`src/rtl/k2_ctrl_pkg.sv`:
```
// Shared types and helpers for the K2 run/load controller.
package k2_ctrl_pkg;

   localparam int PROG_DEPTH = 16;

   typedef enum logic [2:0] {
      IDLE = 3'd0,
      LOAD = 3'd1,
      RUN  = 3'd2,
      STEP = 3'd3,
      HALT = 3'd4
   } state_t;

   // A jump (10xx_x) whose low target bits equal the PC, only reachable in the lower half.
   function automatic logic is_self_jump(input logic [7:0] instr, input logic [3:0] pc);
      return ((instr & 8'hC7) == {5'b10000, pc[2:0]}) && !pc[3];
   endfunction

endpackage

```
`src/rtl/k2_run_control_if.sv`:
```
// Command, program-stream and core-facing signals of the K2 run controller.
interface k2_run_control_if #(
   parameter int DivWidth = 4,
   parameter int CntBits  = 8
);
   logic                load_req;
   logic                start;
   logic                step;
   logic                stop;
   logic [DivWidth-1:0] div;
   logic                prog_valid;
   logic [7:0]          prog_data;
   logic                prog_last;
   logic                prog_ready;
   logic [3:0]          ProgramAddress;
   logic [7:0]          instruction_data;
   logic                PC_en;
   logic                proc_rst_n;
   logic                halted;
   logic                busy;
   logic [CntBits-1:0]  instr_count;

   modport master (
      output load_req, start, step, stop, div, prog_valid, prog_data, prog_last, ProgramAddress,
      input  prog_ready, instruction_data, PC_en, proc_rst_n, halted, busy, instr_count
   );

   modport slave (
      input  load_req, start, step, stop, div, prog_valid, prog_data, prog_last, ProgramAddress,
      output prog_ready, instruction_data, PC_en, proc_rst_n, halted, busy, instr_count
   );
endinterface

```
`src/rtl/k2_rate_divider.sv`:
```
// Cycles-per-instruction divider: ticks when the count reaches div, then restarts at 0.
module k2_rate_divider #(
   parameter int DivWidth = 4
) (
   input  logic                clk,
   input  logic                rst_n,
   input  logic                en_i,
   input  logic                clr_i,
   input  logic [DivWidth-1:0] div_i,
   output logic                tick_o
);

   logic [DivWidth-1:0] cnt_q, cnt_d;

   // >= lets a lowered div fire immediately instead of wrapping the counter.
   assign tick_o = en_i && (cnt_q >= div_i);

   always_comb begin
      cnt_d = cnt_q;
      if (clr_i || tick_o) begin
         cnt_d = '0;
      end else if (en_i) begin
         cnt_d = cnt_q + DivWidth'(1);
      end
   end

   always_ff @(posedge clk or negedge rst_n) begin
      if (!rst_n) begin
         cnt_q <= '0;
      end else begin
         cnt_q <= cnt_d;
      end
   end

endmodule

```
`src/rtl/k2_run_control.sv`:
```
// K2 run/load controller: owns the program memory and sequences PC_en and core reset.
module k2_run_control
   import k2_ctrl_pkg::*;
#(
   parameter int DivWidth = 4,
   parameter int CntBits  = 8
) (
   input logic             clk,
   input logic             rst_n,
   k2_run_control_if.slave ctrl
);

   state_t             state_q, state_d;
   logic [7:0]         mem_q [PROG_DEPTH];
   logic [3:0]         wptr_q, wptr_d;
   logic [CntBits-1:0] count_q, count_d;
   logic               proc_rst_n_q;
   logic [7:0]         instrWord;
   logic               inRun, runTick, handshake, wrEn, pcEn, selfJump;

   assign inRun     = (state_q == RUN);
   assign handshake = ctrl.prog_valid && (state_q == LOAD);
   assign instrWord = mem_q[ctrl.ProgramAddress];
   assign selfJump  = is_self_jump(instrWord, ctrl.ProgramAddress);
   assign pcEn      = (inRun && runTick && !ctrl.stop) || (state_q == STEP);

   k2_rate_divider #(.DivWidth(DivWidth)) u_divider (
      .clk    (clk),
      .rst_n  (rst_n),
      .en_i   (inRun),
      .clr_i  (!inRun),
      .div_i  (ctrl.div),
      .tick_o (runTick)
   );

   always_comb begin
      state_d = state_q;
      wptr_d  = wptr_q;
      wrEn    = 1'b0;
      case (state_q)
         IDLE, HALT: begin
            if (ctrl.load_req)   state_d = LOAD;
            else if (ctrl.start) state_d = RUN;
            else if (ctrl.step)  state_d = STEP;
         end
         LOAD: begin
            // An abort drops a coincident word rather than writing it.
            if (ctrl.stop) begin
               state_d = IDLE;
               wptr_d  = '0;
            end else if (handshake) begin
               wrEn = 1'b1;
               if (ctrl.prog_last || wptr_q == 4'(PROG_DEPTH - 1)) begin
                  state_d = IDLE;
                  wptr_d  = '0;
               end else begin
                  wptr_d = wptr_q + 4'd1;
               end
            end
         end
         RUN: begin
            if (ctrl.stop || (runTick && selfJump)) state_d = HALT;
         end
         STEP:    state_d = HALT;
         default: state_d = IDLE;
      endcase
   end

   always_comb begin
      count_d = count_q;
      if (state_q == IDLE || state_q == LOAD) begin
         count_d = '0;
      end else if (pcEn && count_q != '1) begin
         count_d = count_q + CntBits'(1);
      end
   end

   always_ff @(posedge clk or negedge rst_n) begin
      if (!rst_n) begin
         state_q      <= IDLE;
         wptr_q       <= '0;
         count_q      <= '0;
         proc_rst_n_q <= 1'b0;
      end else begin
         state_q      <= state_d;
         wptr_q       <= wptr_d;
         count_q      <= count_d;
         proc_rst_n_q <= (state_d inside {RUN, STEP, HALT});
      end
   end

   always_ff @(posedge clk or negedge rst_n) begin
      if (!rst_n) begin
         for (int i = 0; i < PROG_DEPTH; i++) begin
            mem_q[i] <= '0;
         end
      end else if (wrEn) begin
         mem_q[wptr_q] <= ctrl.prog_data;
      end
   end

   assign ctrl.instruction_data = instrWord;
   assign ctrl.prog_ready       = (state_q == LOAD);
   assign ctrl.PC_en            = pcEn;
   assign ctrl.proc_rst_n       = proc_rst_n_q;
   assign ctrl.halted           = (state_q == HALT);
   assign ctrl.busy             = (state_q inside {LOAD, RUN, STEP});
   assign ctrl.instr_count      = count_q;

endmodule

```
`src/flat_wrapper.sv`:
```
// flat-port wrapper written by rule: the top's interface ports become plain ports
module k2_run_control_flat import k2_ctrl_pkg::*;
#(
   parameter int DivWidth = 4,
   parameter int CntBits  = 8
)
  (clk, rst_n, ctrl_load_req, ctrl_start, ctrl_step, ctrl_stop, ctrl_div, ctrl_prog_valid, ctrl_prog_data, ctrl_prog_last, ctrl_ProgramAddress, ctrl_prog_ready, ctrl_instruction_data, ctrl_PC_en, ctrl_proc_rst_n, ctrl_halted, ctrl_busy, ctrl_instr_count);
  k2_run_control_if #(.DivWidth(DivWidth), .CntBits(CntBits)) ctrl_i ();
  input logic clk;
  input logic rst_n;
  input wire logic [$bits(ctrl_i.load_req)-1:0] ctrl_load_req;
  input wire logic [$bits(ctrl_i.start)-1:0] ctrl_start;
  input wire logic [$bits(ctrl_i.step)-1:0] ctrl_step;
  input wire logic [$bits(ctrl_i.stop)-1:0] ctrl_stop;
  input wire logic [$bits(ctrl_i.div)-1:0] ctrl_div;
  input wire logic [$bits(ctrl_i.prog_valid)-1:0] ctrl_prog_valid;
  input wire logic [$bits(ctrl_i.prog_data)-1:0] ctrl_prog_data;
  input wire logic [$bits(ctrl_i.prog_last)-1:0] ctrl_prog_last;
  input wire logic [$bits(ctrl_i.ProgramAddress)-1:0] ctrl_ProgramAddress;
  output wire logic [$bits(ctrl_i.prog_ready)-1:0] ctrl_prog_ready;
  output wire logic [$bits(ctrl_i.instruction_data)-1:0] ctrl_instruction_data;
  output wire logic [$bits(ctrl_i.PC_en)-1:0] ctrl_PC_en;
  output wire logic [$bits(ctrl_i.proc_rst_n)-1:0] ctrl_proc_rst_n;
  output wire logic [$bits(ctrl_i.halted)-1:0] ctrl_halted;
  output wire logic [$bits(ctrl_i.busy)-1:0] ctrl_busy;
  output wire logic [$bits(ctrl_i.instr_count)-1:0] ctrl_instr_count;
  assign ctrl_i.load_req = ctrl_load_req;
  assign ctrl_i.start = ctrl_start;
  assign ctrl_i.step = ctrl_step;
  assign ctrl_i.stop = ctrl_stop;
  assign ctrl_i.div = ctrl_div;
  assign ctrl_i.prog_valid = ctrl_prog_valid;
  assign ctrl_i.prog_data = ctrl_prog_data;
  assign ctrl_i.prog_last = ctrl_prog_last;
  assign ctrl_i.ProgramAddress = ctrl_ProgramAddress;
  assign ctrl_prog_ready = ctrl_i.prog_ready;
  assign ctrl_instruction_data = ctrl_i.instruction_data;
  assign ctrl_PC_en = ctrl_i.PC_en;
  assign ctrl_proc_rst_n = ctrl_i.proc_rst_n;
  assign ctrl_halted = ctrl_i.halted;
  assign ctrl_busy = ctrl_i.busy;
  assign ctrl_instr_count = ctrl_i.instr_count;
  k2_run_control #(.DivWidth(DivWidth), .CntBits(CntBits)) u_core (.clk(clk), .rst_n(rst_n), .ctrl(ctrl_i));
endmodule
```
`config.mk`:
```
export PLATFORM = sky130hd
export DESIGN_NAME = k2_run_control_flat
export DESIGN_NICKNAME = d
export VERILOG_FILES = /design/src/rtl/k2_ctrl_pkg.sv /design/src/rtl/k2_run_control_if.sv /design/src/rtl/k2_rate_divider.sv /design/src/rtl/k2_run_control.sv /design/src/flat_wrapper.sv
export SDC_FILE = /design/constraint.sdc
export NUM_CORES = 1
export LEC_CHECK = 0
export CORE_ASPECT_RATIO = 1.75
export CORE_UTILIZATION = 56
export CTS_BUF_LIST = sky130_fd_sc_hd__clkbuf_8
export CTS_CLUSTER_DIAMETER = 60
export DETAILED_ROUTE_END_ITERATION = 10
export PLACE_DENSITY = 0.79
export SETUP_SLACK_MARGIN = 0.5
export SLEW_MARGIN = 20
export SYNTH_ARGS = -nofsm -noshare
export SYNTH_HDL_FRONTEND = slang
export SYNTH_SLANG_ARGS = --single-unit
```
`constraint.sdc`:
```
create_clock -name clk -period 1.7 [get_ports clk]
set_input_delay 0.17 -clock clk [delete_from_list [all_inputs] [get_ports clk]]
set_output_delay 0.17 -clock clk [all_outputs]
set_load 0.005 [all_outputs]
```
After elaboration in Yosys (flattened, before gate mapping) --
Cells that the tools add are included.
Cells by class: mux-type cells 24, bitwise logic cells 2, eq/ne operators 10, $lt $le $gt $ge 4, reduce and logical (&&, ||, !) cells 24, add/subtract/negate cells 3
Operators by type and width (number):
- $bwmux 128 | 1
- $mux 8 | 5
- $bmux 8 s4 | 1
- $demux 8 s4 | 1
- $mux 3 | 7
- $mux 4 | 5
- $eq 3x2->1 const B | 4
- $pmux 3 s4 | 1
- $ge 5x5->1 const B | 2
- $not 4->5 | 2
- $add 4x1->4 const B | 2
- $add 8x1->8 const B | 1
- $logic_and 1x1->1 | 8
- $ne 8x8->1 const B | 1
- $eq 3x3->1 const B | 2
- $reduce_bool 2->1 | 3
- $reduce_bool 3->1 | 2
- $eq 5x5->1 | 1
- $logic_or 1x1->1 | 5
- $lt 5x1->1 const B | 1
- $eq 4x4->1 const B | 1
- $ge 4x4->1 | 1
- $eq 3x1->1 const B | 1
- $logic_not 1->1 | 3
- 4 further kinds | 6
Word-level totals: bits of input ports 24, flip-flop bits (word level) 148, word-level logic and storage cells 88, output and inout bits 21

Logic depth before layout (Yosys ltp) --
word-level depth 12, gate-level depth with buffers 9, depth with buffers taken out 8

Modules after synthesis --
A second synthesis with hierarchy kept.
Second synthesis, totals: cell total of the unflattened synthesis 503, area total of the unflattened synthesis 7173.1 um^2
Modules (own cells, without submodules):
- k2_run_control | seq. area each 3603.5 um^2, times used 1, cells each 467, area each 6829.0 um^2
- k2_rate_divider | seq. area each 100.1 um^2, times used 1, cells each 36, area each 344.1 um^2

Worst setup path after synthesis --
OpenSTA, ideal clock, no wires.
path kind input to output, from input port ctrl_ProgramAddress[0], to output port ctrl_instruction_data[3], data required time 1530 ps, data arrival time 1724 ps, path slack -194 ps, buffers on the path 3, stages on the path 5, cell sequence buf_6 -> buf_12 -> buf_2 -> mux4_2 -> mux4_2
On the way: word-level cells in the longest chain between the ends 4
RTL lines:
- start, declared | RTL line flat_wrapper.sv:19 | input wire logic [$bits(ctrl_i.ProgramAddress)-1:0] ctrl_ProgramAddress;
- $not 4->5 (not written as such) | RTL line k2_run_control.sv:23 | assign instrWord = mem_q[ctrl.ProgramAddress];
- $bmux 8 s4 | RTL line k2_run_control.sv:23
- $mux 8 (not written as such) (2 in a row) | RTL line k2_run_control.sv:23
- end, declared | RTL line flat_wrapper.sv:21 | output wire logic [$bits(ctrl_i.instruction_data)-1:0] ctrl_instruction_data;
Every way passes these cells. The select of a mux whose other input is x is not followed.

Worst setup path in the final report --
from register u_core.u_divider.cnt_q[0], to output port ctrl_PC_en
On the way: word-level cells in the longest chain between the ends 5
RTL lines:
- start, declared | RTL line k2_rate_divider.sv:13 | logic [DivWidth-1:0] cnt_q, cnt_d;
- start signal, assigned | RTL line k2_rate_divider.sv:31 | cnt_q <= cnt_d;
- $ge 4x4->1 | RTL line k2_rate_divider.sv:16 | assign tick_o = en_i && (cnt_q >= div_i);
- $logic_and 1x1->1 | RTL line k2_rate_divider.sv:16
- $logic_and 1x1->1 (2 in a row) | RTL line k2_run_control.sv:25 | assign pcEn = (inRun && runTick && !ctrl.stop) || (state_q == STEP);
- $logic_or 1x1->1 | RTL line k2_run_control.sv:25
- end, declared | RTL line flat_wrapper.sv:22 | output wire logic [$bits(ctrl_i.PC_en)-1:0] ctrl_PC_en;
Every way passes these cells.

==> impl_metrics.py <==
metrics = {
    "timing": {
        "finalSetupViolations": 153,
        "rsz0062_at_grt": "yes",
        "fmax_mhz": 443,
        "tns_ps": -22630,
        "worst_pin_slew_ps": 546,
        "layout_setup_ws_ps": -560,
        "min_period_ps": 2260,
        "fin_crit_sh_pct": 133,
        "drv_slew": 0,
        "slew_headroom_pct": 63.6,
        "hold_violations": 0,
        "worst_clock_skew_ps": 8.75,
    },
    "global_routing": {
        "grt_max_degree": 56,
        "grt_pass1_wl_mm": 28.3,
        "grt_pass1_vias": 5478,
        "grt.overflow.total": 0,
        "antenna_found_initial": 0,
        "grt_use_total_pct": 29.3,
    },
    "clock_network": {
        "cts_inserted_buffers": 17,
        "clk_latency_ps": 450,
        "htree_levels": 4,
        "clk_pin_slew_ps": 80,
        "cts-root-buf": "clkbuf_8",
        "cts_tree": "built",
        "clock_path_buffers": 2,
        "cts_sinks": 148,
    },
    "cells_and_area": {
        "area_growth_pct": 30.6,
        "drive_gt1_share_pct": 58.9,
        "final_common_cell": "dfrtp_1",
        "nFillCells": 726,
        "final_cell_mix": "144 x dfrtp_1, 121 x mux2_2, 64 x buf_4",
        "diodes": 0,
        "fin_nets": 668,
    },
    "critical_path": {
        "startpoint_type": "register",
        "rr_worst_depth": 11,
        "path_common_cell": "inv_1",
        "reg2reg_slack_ps": -430,
        "path_cells": "inv_1 -> ha_1 -> nand2b_4 -> a211o_1 -> a21oi_4 -> o21bai_4 -> nand2_2 -> inv_1 -> buf_2",
        "critPathRequiredTime_ps": 1530,
        "arrival_ps": 2090,
        "crit_family": "compound AO/OA/AOI/OAI gates",
        "critical_path_class": "reg2out",
        "r2r-start": "u_core.u_divider.cnt_q[0]",
        "crit_path_max_incr_delay_ps": 360,
        "reg2reg_to": "u_core.ctrl.instr_count[4]",
        "end_kind": "output port",
        "crit_slowest_cell": "dfrtp_1",
        "crit_path_max_fanout": 2,
        "crit_buf_inv": 3,
    },
    "placed_design": {
        "gp_congestion": 0.801,
        "hpwl_mm": 11.7,
        "port_buffers": 44,
    },
    "logic_synthesis": {
        "synth_top_family_by_area": "multiplexers",
        "synth_flop_cell": "dfrtp_1",
        "syn_area_um2": 7230,
        "synth_fa_ha_area_share_pct": 1.73,
        "synthMuxAreaShare_pct": 34.1,
        "synth_area_per_cell_um2": 14.3,
        "synth_nets": 539,
        "synth-edff-count": 0,
        "yosysWarningCount": 0,
        "synth.distinct_cells": 52,
        "ys_async_sr_fraction_pct": 100,
        "synth-compound-area-share_pct": 3.51,
        "synthXorXnorAreaFrac_pct": 0.363,
        "synthSimpleGateAreaFrac_pct": 6.00,
        "seq_area_frac_synth_pct": 51.2,
        "synth_seq_cells": 148,
        "syn_inst": 505,
    },
    "status": {
        "outcome": "finished with violations",
        "violations": "negative setup slack",
    },
    "detailed_routing": {
        "first_pass_iters": 4,
        "viasPerCell": 6.11,
        "drt-initial-drc-count": 363,
        "wl_per_cell_um": 23.3,
        "ant_nets": 0,
        "finalWirelength_mm": 19.0,
        "vias": 4978,
        "drc_errors": 0,
    },
    "floorplan": {
        "io_pins": 45,
        "die_w_um": 87.9,
        "die-height_um": 152,
        "die_area_um2": 13400,
        "start_util_pct": 57.8,
        "core_region_area_um2": 12500,
        "rows": 54,
    },
    "power": {
        "finalPower_mw": 10.4,
        "p_leak_nw": 4.51,
        "ir_drop_mv": 0.997,
        "power_density_nw_per_um2": 1100,
    },
    "flow_run": {
        "drv_cap": 0,
    },
    "worst_hold_path": {
        "hold_path.class": "in2async",
    },
}
-- per-stage QoR --
stage	util (%)	hold WS, ps	setup WS [ps]	std cells	cell area, um^2
after floorplan	-	-126	-53.6	505	7570
after global placement	68.1	159	-616	745	8510
after detailed placement	68.1	174	-630	745	8510
after CTS	74.0	249	-598	808	9260
after global routing	75.6	281	-650	815	9440
final	75.6	233	-560	815	9440
-- worst max-delay path by stage --
stage / from / to / slack [ps] / cells after the start
global placement: ctrl_ProgramAddress[1] / ctrl_instruction_data[5] / -620 / 5
floorplan: ctrl_ProgramAddress[0] / u_core.state_q[2] / -50 / 8
global route: u_core.u_divider.cnt_q[0] / ctrl_PC_en / -650 / 9
detailed placement: ctrl_ProgramAddress[3] / ctrl_instruction_data[0] / -630 / 7
finish: u_core.u_divider.cnt_q[0] / ctrl_PC_en / -560 / 9
CTS: u_core.u_divider.cnt_q[0] / ctrl_PC_en / -600 / 9
-- synthesized netlist by cell type, types with 2 or more instances --
| cell type | instances | area (um^2) |
|---|---|---|
| ha_1 | 10 | 125 |
| xnor2_1 | 2 | 17.5 |
| nand2b_1 | 2 | 12.5 |
| mux2i_4 | 2 | 45.0 |
| a21oi_1 | 6 | 30.0 |
| mux2_2 | 126 | 1420 |
| nor2b_1 | 5 | 31.3 |
| buf_1 | 3 | 11.3 |
| or2_2 | 2 | 12.5 |
| dfrtp_1 | 148 | 3700 |
| and2_1 | 2 | 12.5 |
| nor2_1 | 16 | 60.1 |
| mux4_2 | 26 | 586 |
| o31ai_1 | 2 | 15.0 |
| mux2i_1 | 14 | 140 |
| nand3_1 | 22 | 110 |
| mux4_1 | 7 | 184 |
| clkbuf_1 | 12 | 45.0 |
| nand2_1 | 21 | 78.8 |
| nand4_1 | 5 | 31.3 |
| mux2_1 | 7 | 78.8 |
| buf_2 | 5 | 25.0 |
| buf_6 | 6 | 67.6 |
| and3_1 | 3 | 18.8 |
| o311ai_0 | 2 | 17.5 |
| inv_1 | 10 | 37.5 |
| nor3_1 | 3 | 15.0 |
| buf_4 | 2 | 15.0 |
| a211oi_1 | 3 | 22.5 |
| o21ai_0 | 9 | 45.0 |
-- cells by family after synthesis --
family,Yosys count
xor+xnor,3
simple gates,87
fa+ha+maj,10
mux,183
buf+inv,39
compound gates,35
flops,148
-- power by group --
part,leakage [nW],switching (mW),internal [mW]
Combinational,2.27,1.50,1.72
Sequential,2.02,0.325,4.04
Clock,0.214,1.36,1.47
-- routing by layer --
layer / GRT usage, % / vias up / routed length [um]
met2: 50.8 / 189 / 10400
met5: 0 / - / 0
met4: 15.2 / 0 / 864
li1: - / 2141 / -
met1: 32.9 / 2585 / 6840
met3: 6.45 / 63 / 866
-- layout make-up --
type	instances	area, um^2	share of cell area (%)
multi-input cells	318	3780	40.0
flip-flops and latches	148	3710	39.3
repair buffers	139	1290	13.7
clock buffers	21	289	3.06
well taps	168	210	2.23
clock inverters	11	125	1.32
inverters	10	37.5	0.397
-- state kept, by name (all words and copies together), names as in the netlist --
signal and cells:
u_core.ctrl.proc_rst_n 1, u_core.ctrl.instr_count 8, u_core.u_divider.cnt_q 4, u_core.state_q 3, u_core.mem_q 128, u_core.wptr_q 4
-- worst register-to-register path: cells and delay by family (launching register included) --
family	cells	cell delay, ps
AO/OA/AOI/OAI	3	570
buffers and inverters	4	420
flip-flops	1	360
adder cells (fa/ha/maj)	1	270
AND/OR/NAND/NOR	2	240
multiplexers	1	210
-- repair_timing --
item / in CTS / in global routing
hold endpoints to repair: 51 / 0
hold buffers: 1 / 0
pin swaps: 29 / 15
gates resized for setup: 133 / 33
endpoints found under the setup margin: 169 / 166
setup buffers: 29 / 7
cloned: 1 / 0
No activity file was read; power rests on OpenSTA's default activity.
